File: src/rtl/uart_pull_tx_if.sv
// Pull-source handshake between the transmitter and an upstream ROM/FIFO.
// The transmitter pulses get; the source answers next cycle on data/empty.
interface uart_pull_tx_if #(
    parameter int W = 8
);
    logic         get;
    logic [W-1:0] data;
    logic         empty;

    modport master (output get, input data, input empty);
    modport slave  (input get, output data, output empty);
endinterface

File: src/rtl/uart_pull_tx.sv
// Self-paced 8N1-style serial transmitter that pulls words from a sequential
// source until it reports empty. Each bit lasts DIV clocks.
module uart_pull_tx #(
    parameter int W   = 8,
    parameter int DIV = 16
) (
    input  logic            clock,
    input  logic            reset,
    uart_pull_tx_if.master  src,
    output logic            tx,
    output logic            busy
);
    localparam int CW = (DIV > 1) ? $clog2(DIV) : 1;
    localparam int BW = (W > 1) ? $clog2(W) : 1;
    localparam logic [CW-1:0] CNT_MAX = CW'(DIV - 1);
    localparam logic [BW-1:0] BIT_MAX = BW'(W - 1);

    typedef enum logic [2:0] {IDLE, FETCH, START, DATA, STOP} state_t;

    state_t        state;
    logic [CW-1:0] cnt;
    logic [BW-1:0] bit_idx;
    logic [W-1:0]  shift;

    // Pull strobe: one cycle in IDLE whenever the source still has words.
    assign src.get = (state == IDLE) && !reset && !src.empty;

    // Frame sequencer; tx and busy are registered alongside the state.
    always_ff @(posedge clock) begin
        if (reset) begin
            state   <= IDLE;
            tx      <= 1'b1;
            busy    <= 1'b0;
            cnt     <= '0;
            bit_idx <= '0;
            shift   <= '0;
        end else begin
            case (state)
                IDLE: begin
                    if (src.get) begin
                        state <= FETCH;
                        busy  <= 1'b1;
                    end
                end
                FETCH: begin
                    // Source output is valid the cycle after get.
                    shift <= src.data;
                    tx    <= 1'b0;
                    cnt   <= CNT_MAX;
                    state <= START;
                end
                START: begin
                    if (cnt == '0) begin
                        tx      <= shift[0];
                        shift   <= shift >> 1;
                        bit_idx <= '0;
                        cnt     <= CNT_MAX;
                        state   <= DATA;
                    end else begin
                        cnt <= cnt - 1'b1;
                    end
                end
                DATA: begin
                    if (cnt == '0) begin
                        if (bit_idx == BIT_MAX) begin
                            tx    <= 1'b1;
                            state <= STOP;
                        end else begin
                            tx      <= shift[0];
                            shift   <= shift >> 1;
                            bit_idx <= bit_idx + 1'b1;
                        end
                        cnt <= CNT_MAX;
                    end else begin
                        cnt <= cnt - 1'b1;
                    end
                end
                STOP: begin
                    if (cnt == '0) begin
                        state <= IDLE;
                        busy  <= 1'b0;
                    end else begin
                        cnt <= cnt - 1'b1;
                    end
                end
                default: begin
                    state <= IDLE;
                    tx    <= 1'b1;
                    busy  <= 1'b0;
                end
            endcase
        end
    end
endmodule

File: src/flat_wrapper.sv
// flat-port wrapper written by rule: the top's interface ports become plain ports
module uart_pull_tx_flat 
#(
    parameter int W   = 8,
    parameter int DIV = 16
)
  (clock, reset, tx, busy, src_get, src_data, src_empty);
  uart_pull_tx_if #(.W(W)) src_i ();
  input  logic clock;
  input  logic reset;
  output logic tx;
  output logic busy;
  output wire logic [$bits(src_i.get)-1:0] src_get;
  input wire logic [$bits(src_i.data)-1:0] src_data;
  input wire logic [$bits(src_i.empty)-1:0] src_empty;
  assign src_get = src_i.get;
  assign src_i.data = src_data;
  assign src_i.empty = src_empty;
  uart_pull_tx #(.W(W), .DIV(DIV)) u_core (.clock(clock), .reset(reset), .src(src_i), .tx(tx), .busy(busy));
endmodule
File: config.mk
export PLATFORM = sky130hd
export DESIGN_NAME = uart_pull_tx_flat
export DESIGN_NICKNAME = d
export VERILOG_FILES = /design/src/rtl/uart_pull_tx_if.sv /design/src/rtl/uart_pull_tx.sv /design/src/flat_wrapper.sv
export SDC_FILE = /design/constraint.sdc
export NUM_CORES = 1
export LEC_CHECK = 0
export ABC_AREA = 1
export BUFFER_PORTS_ARGS = -buffer_cell sky130_fd_sc_hd__buf_2
export CAP_MARGIN = 20
export CORE_ASPECT_RATIO = 0.7
export CORE_MARGIN = 2
export CORE_UTILIZATION = 50
export DETAILED_ROUTE_END_ITERATION = 16
export MAX_ROUTING_LAYER = met4
export PLACE_DENSITY_LB_ADDON = 0.15
export SYNTH_ARGS = -nofsm -noshare
export SYNTH_HDL_FRONTEND = slang
export SYNTH_SLANG_ARGS = --single-unit
File: constraint.sdc
create_clock -name clock -period 3.8 [get_ports clock]
set_input_delay 0.76 -clock clock [delete_from_list [all_inputs] [get_ports clock]]
set_output_delay 0.76 -clock clock [all_outputs]
set_load 0.02 [all_outputs]
; ---- Word level (Yosys, flattened, before mapping)
; Cells that the tools add are included.
[classes]
addsub = 2
n_eq_ne = 12
muxes = 23
bitwise_logic = 2
reduce_logical = 18
[op_table]
columns = operator, count
row1 = 8-bit two-way mux, 3
row2 = 8-bit one-hot mux with 3 select lines, 1
row3 = 3-bit two-way mux, 7
row4 = 3-bit one-hot mux with 5 select lines, 1
row5 = 4-bit one-hot mux with 3 select lines, 1
row6 = 4-bit two-way mux, 2
row7 = "2-bit by 1-bit != test with 1-bit output, second input constant", 4
row8 = 4-bit AND reduction, 2
row9 = "3-bit by 2-bit == test with 1-bit output, second input constant", 2
row10 = "3-bit == test, second input constant", 2
row11 = "2-bit != test, second input constant", 3
row12 = 3-bit one-hot mux with 2 select lines, 1
row13 = 3-bit AND reduction, 2
row14 = 3-bit nonzero test, 2
row15 = 1-bit two-way mux, 5
row16 = 5-bit AND reduction, 1
row17 = 4-bit zero test, 1
row18 = 1-bit one-hot mux with 4 select lines, 1
row19 = 2-bit OR reduction, 2
row20 = "4-bit by 1-bit subtractor with 4-bit output, second input constant", 1
row21 = "3-bit by 1-bit adder with 3-bit output, second input constant", 1
row22 = "3-bit by 1-bit == test with 1-bit output, second input constant", 1
row23 = 3-bit zero test, 1
row24 = 1-bit one-hot mux with 3 select lines, 1
row25 = other kinds (6), 9
[word_totals]
reg_bits = 20
input_bits = 11
out_inout_bits = 3
elab_cells = 63

; ---- Longest topological paths before layout
; Gate-level depths: netlist of run 1.
[logic_depth]
ltp_word = 5
ltp_mapped = 10
ltp_nobuf = 10

; ---- Worst setup path before layout of run 1
; Ideal clock, no wire load.
[synth_path]
path_kind = input -> output
startpoint = in reset
endpoint = out src_get
arrival_ps = 1478
required_time_ps = 3040
path_slack_ps = 1562
path_stages = 2
path_buffers = 1
path_cell_list = buf_2 -> nor3_1
[synth_between]
elab_chain_cells = 3
[synth_rtl]
columns = element, line_no
row1 = start: declaration, flat_wrapper.sv:10  ; input logic reset;
row2 = 1-bit zero test, uart_pull_tx.sv:26  ; assign src.get = (state == IDLE) && !reset && !src.empty;
row3 = 1-bit logical AND (2 in a row), uart_pull_tx.sv:26
row4 = end: declaration, flat_wrapper.sv:13  ; output wire logic [$bits(src_i.get)-1:0] src_get;
; Every way passes these cells.

; ---- Worst setup path after layout of run 1
[layout_path]
startpoint = reg u_core.state[0]
endpoint = out src_get
[layout_between]
elab_chain_cells = 3
[layout_rtl]
columns = element, line_no
row1 = start: declaration, uart_pull_tx.sv:20  ; state_t state;
row2 = start signal: assignment, uart_pull_tx.sv:31  ; state <= IDLE;
row3 = start signal: assignment, uart_pull_tx.sv:41  ; state <= FETCH;
row4 = start signal: assignment, uart_pull_tx.sv:50  ; state <= START;
row5 = 3-bit zero test, uart_pull_tx.sv:26
row6 = 1-bit logical AND (2 in a row), uart_pull_tx.sv:26
; Every way passes these cells.

==> impl_results.md, run 1 <==
- Max incr delay on CP: 0.35 ns
- Row count: 14
- Worst Path Buf+Inv: 1
- Placed cell count: 193
- Power per cell area: around 770 nW/um^2
- Diodes inserted: 0
- Comb pwr share: 0.531
- Run status: finished, final reports clean
- Final core utilization: 0.567
- Layout Nets: ~190
- Critical path launch point type: flip-flop
- First-pass GRT wire length: a little under 4000 um
- Crit-path cells: nor2_1, nand2_1, nor3_1, buf_2
- Synth Cell Area: between 1000 and 1500 um^2
- Synth warnings: 0
- Post-Route Setup TNS: 0 ns
- Post-Route WL: ~2200 um
- Area contributors post-synth: dfxtp_1, nand2_1, nor2_1
- Final setup violation count: 0
- Htree depth: 1
- Clk buf depth: 2
- Clock sink total: 20
- Critical path type: flip-flop to output pin
- Sequential fraction of the synthesis area: 0.366
- Final Max Tran Viols: 0
- Drt first-iter violations: slightly above 50
- Pre-antenna DRT Iters: 4
- Initial Util: 0.521
- Hold buffers post-CTS: 0
- Routability cong.: 0.802
- Largest net degree at the start of global routing: 14
- Detailed placement HPWL: roughly 1600 um
- Worst-margin pin slew: between 0.6 and 0.7 ns
- Mapped Cells: ~160
- VDD IR max: between 0.2 and 0.3 mV
- Sequential Power Share: 0.359
- Worst Slack Setup Final: 1.62 ns
- I/O Buffers: 13
- Synth cell types: 24
- Post-route ant nets: 0
- Die width: 59.9 um
- Hold Crit Class: flip-flop to flip-flop
- Clk root buf: clkbuf_4
- Worst slew margin: 0.565
- Worst-Skew Late Latency: roughly 0.31 ns
- Chip height: approximately 43 um
- Routed WL per cell: between 10 and 15 um
- Leakage: 0.586 nW
- Crit path max-delay cell type: dfxtp_1
- Via count: roughly 1000
- Count of state elements after synthesis: 20
- Crit Path Max Fanout: 4
- RSZ-0062 raised after global routing: no
- Switching share of power: 0.473
- Crit end category: output pin
- Final Power: between 0.9 and 1 mW
- Tmin final: around 2.2 ns
- I/O pin cnt: 14
- Tot GR Track Use: 0.204
- Total CTS buffers: 3
- CP Data Arrival Time: roughly 1.4 ns
- CP Data Required Time: around 3.0 ns
- Vias in the first global route: between 900 and 1k
- Largest area contributor in the netlist: dfxtp_1
- Post-synthesis average cell area: a little under 7 um^2
- Max-cap violations: 0
- Final worst path period share: 0.573
- Post-place setup slack: 1.63 ns
- P&R area growth vs syn: 8.91%
- CTS tree: done
- DRC violations left: 0
- Clk slew on worst S/H paths: 0.11 ns
- Clock Skews: 0.00186 ns
- Share of cells above drive strength 1: 0.192
- Congestion Overflow GR: 0
- Sw power: 0.435 mW
- Clock Power Share: 0.111
- Die area: about 2600 um^2
- Post-Syn Nets: between 150 and 200
- Post-CTS repair timing setup buffer count: 0
- Int Pwr: 0.484 mW
- Fmax: 0.459 GHz
- Core ar.: between 2000 and 2500 um^2
- Fin cells: a little under 200
- Post-cts resize count: 0
- Via density per instance: a little over 5
- Yosys top cell area share: 0.366
- Crit path max-delay family: simple AND/OR/NAND/NOR gates
- Final Hold Fails: 0
- Initial antenna violation count: 0
==> worst paths after layout <==
kind                     start           endpoint  slack, ns  cells after the start
min          u_core.bit_idx[1]  u_core.bit_idx[1]       0.47                      2
max reg2reg    u_core.state[2]    u_core.shift[7]       2.09                      7
min reg2reg  u_core.bit_idx[1]  u_core.bit_idx[1]       0.47                      2
max            u_core.state[0]            src_get       1.62                      4
==> sequential cells by signal, indices dropped and copies added (netlist names) <==
signal / flops
u_core.shift: 8
u_core.cnt: 4
u_core.tx: 1
u_core.state: 3
u_core.bit_idx: 3
u_core.busy: 1
==> power groups by stage <==
stage	Combinational, mW	Clock [mW]	Sequential, mW
4_1_cts	0.487	0.106	0.329
5_1_grt	0.560	0.114	0.338
6_report	0.488	0.102	0.330
2_1_floorplan	0.398	0	0.332
3_5_place_dp	0.482	0	0.334
3_3_place_gp	0.478	0	0.330
==> synth_stat cells (all sizes together) <==
| library cell | count |
|---|---|
| nor3 | 3 |
| a31o | 1 |
| nand3 | 9 |
| nand2 | 50 |
| nor2 | 28 |
| dfxtp | 20 |
| o211a | 1 |
| clkbuf | 1 |
| o21ai | 14 |
| inv | 17 |
| ha | 3 |
| buf | 2 |
| a211oi | 1 |
| a21oi | 9 |
==> through the flow <==
| step | area, um^2 | hold WS (ns) |
|---|---|---|
| finish | 1190 | 0.474 |
| global route | 1190 | 0.510 |
| CTS | 1190 | 0.481 |
| detailed placement | 1170 | 0.465 |
| global placement | 1170 | 0.453 |
| floorplan | 1090 | 0.440 |
==> area by class of cell <==
type | count | area (um^2)
inverters | 17 | 71.3
multi-input cells | 119 | 603
clock buffers | 3 | 22.5
repair buffers | 13 | 65.1
flip-flops and latches | 20 | 400
well taps | 24 | 30.0
fillers | 208 | 910
==> per-layer routing <==
layer  up-vias  GRT usage  share of wire
li1        531          -              -
met4         0     0.0533          0.010
met5         -          -              0
met2        20      0.311           0.42
met3         4     0.0640          0.052
met1       443      0.260           0.52
==> kinds of logic after synthesis <==
group,after synthesis,share of synthesized area
buffers and inverters,20,0.0834
adders and majority gates,3,0.0343
and+or+nand+nor,90,0.387
DFF,20,0.366
AOI/OAI and AO/OA,26,0.129
==> placed cells by master, fill, tap and decap left out, types with 2 or more instances in the layout <==
cell and n:
clkbuf_4 3, nand2_1 45, nor2_4 2, inv_1 13, buf_2 13, nor3_1 2, dfxtp_1 20, ha_1 3
nor2_1 23, nor2_2 2, nand2_2 4, o21ai_0 14, a21oi_1 9, inv_2 3, nand3_1 8
==> worst min-delay path, stage by stage, from the launching register on <==
cell	delay [ns]
dfxtp_1	0.33
nand2_1	0.06
a21oi_1	0.05
(Power assumes the default switching activity.)
==> inputs of run 2 (changes only) <==
--- a/config.mk
+++ b/config.mk
@@ -5,7 +5,7 @@
 export SDC_FILE = /design/constraint.sdc
 export NUM_CORES = 1
 export LEC_CHECK = 0
-export ABC_AREA = 1
+export ABC_AREA = 0
 export BUFFER_PORTS_ARGS = -buffer_cell sky130_fd_sc_hd__buf_2
 export CAP_MARGIN = 20
 export CORE_ASPECT_RATIO = 0.7
==> constraint.sdc (replaced) <==
create_clock -name clock -period 1.9 [get_ports clock]
set_input_delay 0.38 -clock clock [delete_from_list [all_inputs] [get_ports clock]]
set_output_delay 0.38 -clock clock [all_outputs]
set_load 0.02 [all_outputs]
==> run 2 against run 1 <==
The run now ends with setup timing left. Setup slack worse by 1.7 ns. Register-to-register slack worse by 2.1 ns. Global-route usage increased by 2.7 points. Non-clock buffer count up 19. Count of clock-buffer cells in the layout increased by 1. Flip-flop and latch count stayed put. Worst hold slack worse by 0.15 ns. Final cell count up 3.1%. Via count is 13% higher. Combinational power rose by 1%. Total power rose by 33%. First-iteration DRC count grew 96%.
==> impl_results.md, run 2 <==
- Top cells by instance count after synthesis: nand2_1, dfxtp_1, nor2_1
- Max reg flops: 8
- Synth cell types: 38
- CTS tree: done
- Synth warnings: 0
- Htree depth: 1
- Run status: finished with violations
- Share of cells above drive strength 1: 0.347
- Largest net degree at the start of global routing: 21
- Largest area contributor in the netlist: dfxtp_1
- Routed WL per cell: approximately 14 um
- Tmin final: about 1.9 ns
- Crit Path Max Fanout: 7
- Final worst path period share: 1.02
- Post-Syn Nets: 160
- Fmax: about 0.52 GHz
- Critical path launch point type: flip-flop
- Chip height: between 40 and 50 um
- Final setup violation count: 1
- Drt first-iter violations: 100
- Synth Cell Area: roughly 1200 um^2
- Die width: approximately 62 um
- Detailed placement HPWL: 1890 um
- Async SR Flop Fraction: 0
- Primary FF master, synth: dfxtp_1
- Final core utilization: 0.680
- Mapped Cells: between 100 and 150
- Tot GR Track Use: 0.230
- Clock Skews: around 0.016 ns
- Crit end category: flip-flop
- Pre-antenna DRT Iters: 4
- Critical path type: flip-flop to flip-flop
- Layout Nets: roughly 190
- Via density per instance: around 5.6
- Initial Util: 0.537
- Commonest non-fill, non-tap cell in the layout: nand2_1
- P&R area growth vs syn: 26.6%
- Die area: 2740 um^2
- Switching share of power: 0.343
- Initial antenna violation count: 0
- Power per cell area: between 800 and 900 nW/um^2
- I/O Buffers: 13
- Crit path max-delay family: compound AO/OA/AOI/OAI gates
- Worst Path Buf+Inv: 3
- Vias in the first global route: 1013
- Post-synthesis average cell area: 8.00 um^2
- VDD IR max: between 0.4 and 0.5 mV
- Total CTS buffers: 3
- Max incr delay on CP: 0.39 ns
- Leakage: just under 0.6 nW
- RSZ-0062 raised after global routing: yes
- Clk root buf: clkbuf_4
- Worst slew margin: 0.696
- Most numerous cell in the Yosys netlist: nand2_1
- Clk buf depth: 2
- Most frequent cells in the layout: nand2_1, buf_4, dfxtp_1
- Worst Slack Setup Final: -0.0302 ns
- Sw power: 0.421 mW
- Worst-Skew Late Latency: ~0.31 ns
- Row count: 14
- Biggest regs: u_core.shift (8), u_core.cnt (4)
- Hold buffers post-CTS: 0
- Sequential fraction of the synthesis area: 0.343
- Final Power: roughly 1.2 mW
- Routability cong.: approximately 0.86
- Clk slew on worst S/H paths: between 0.1 and 0.15 ns
- First-pass GRT wire length: approximately 4500 um
- Core ar.: around 2200 um^2
- Hold Crit Class: input pin to flip-flop
- Post-Route Setup TNS: -0.0302 ns
- Yosys top cell area share: 0.343
- Post-synth EDFFs: 0
- Int Pwr: just over 0.8 mW
- DRC violations left: 0
- I/O pin cnt: 14
- Failing checks: setup timing
- Clock sink total: 20
- Post-route ant nets: 0
- Crit path max-delay cell type: or3b_4
- Congestion Overflow GR: 0
- Final Max Tran Viols: 0
- CP Data Arrival Time: approximately 2.2 ns
- Clock Power Share: 0.173
- Sequential Power Share: 0.423
- Via count: 1126
- Post-Route WL: between 2000 and 3000 um
- Worst-margin pin slew: 0.454 ns
- Crit-path cells: inv_4, ha_4, or3b_4, a2111oi_4, buf_4, buf_12, nor2_1, a311oi_1
- Reg with most FFs: u_core.shift
- Diodes inserted: 0
- CP Data Required Time: about 2.1 ns
- Area contributors post-synth: dfxtp_1, nand2_1, nor2_1
- Max-cap violations: 0
- Final Hold Fails: 0
- Comb pwr share: 0.403
- Count of state elements after synthesis: 20
run 2: changes by cell type after synthesis, moves of 4 or more:
| cell | before | now |
|---|---|---|
| nand2_2 | 4 | 0 |
| nor2_1 | 23 | 16 |
| nand2_1 | 45 | 23 |
| inv_1 | 13 | 5 |
| a311oi_1 | 0 | 4 |
| clkbuf_1 | 1 | 9 |
| nor4_1 | 0 | 4 |
| o21ai_0 | 14 | 3 |
run 2: logic make-up after synthesis:
logic type      Yosys count  share of synthesized area
simple gates             69                      0.286
compound gates           35                      0.247
flops                    20                      0.343
buf+inv                  17                     0.0740
fa+ha+maj                 3                     0.0322
mux                       2                     0.0182
run 2: metal layers:
metal  part of all wire  wire length, um  track usage
met5                  0                0            -
met4                  0                0       0.0511
met3              0.025               68       0.0526
met2               0.50             1380        0.366
met1               0.48             1310        0.299
run 2: timing repair:
action | 4_1_cts | 5_1_grt
resized for setup | 1 | 8
endpoints found under the setup margin | 1 | 11
pin swaps | 0 | 4
cloned | 0 | 1
endpoints found under the hold margin | 0 | 0
buffers inserted | 0 | 3
run 2: tightest hold or removal path, stage by stage:
cell	delay [ns]
buf_2	0.09
nand2_1	0.05
a311oi_1	0.07
run 2: layout make-up:
class,instances,area (um^2)
Multi-Input combinational cell,109,746
Fill cell,192,694
Sequential cell,20,407
Timing Repair Buffer,32,238
Tap cell,32,40.0
Clock buffer,4,26.3
Inverter,5,21.3
run 2: final timing paths:
check / start / endpoint / slack [ns] / cells after the start
setup / recovery: u_core.cnt[0] / u_core.shift[2] / -0.03 / 8
hold / removal: src_data[3] / u_core.shift[3] / 0.32 / 3
setup reg to reg: u_core.cnt[0] / u_core.shift[2] / -0.03 / 8
hold reg to reg: u_core.shift[7] / u_core.shift[7] / 0.49 / 2
run 2: power groups by stage:
stage | registers, mW | logic [mW] | clock network (mW)
final | 0.519 | 0.494 | 0.213
after detailed placement | 0.522 | 0.433 | 0
after global placement | 0.520 | 0.421 | 0
after global routing | 0.526 | 0.539 | 0.237
after CTS | 0.513 | 0.435 | 0.225
after floorplan | 0.524 | 0.317 | 0
run 2: stage by stage:
stage / cells / cell area [um^2] / hold WS (ns) / setup slack, ns
final: 202 / 1480 / 0.320 / -0.0302
after global routing: 202 / 1480 / 0.323 / -0.125
after CTS: 198 / 1400 / 0.310 / 0.0118
after detailed placement: 194 / 1380 / 0.473 / 0.0369
after global placement: 194 / 1380 / 0.459 / 0.0752
after floorplan: 146 / 1210 / 0.446 / -0.0200
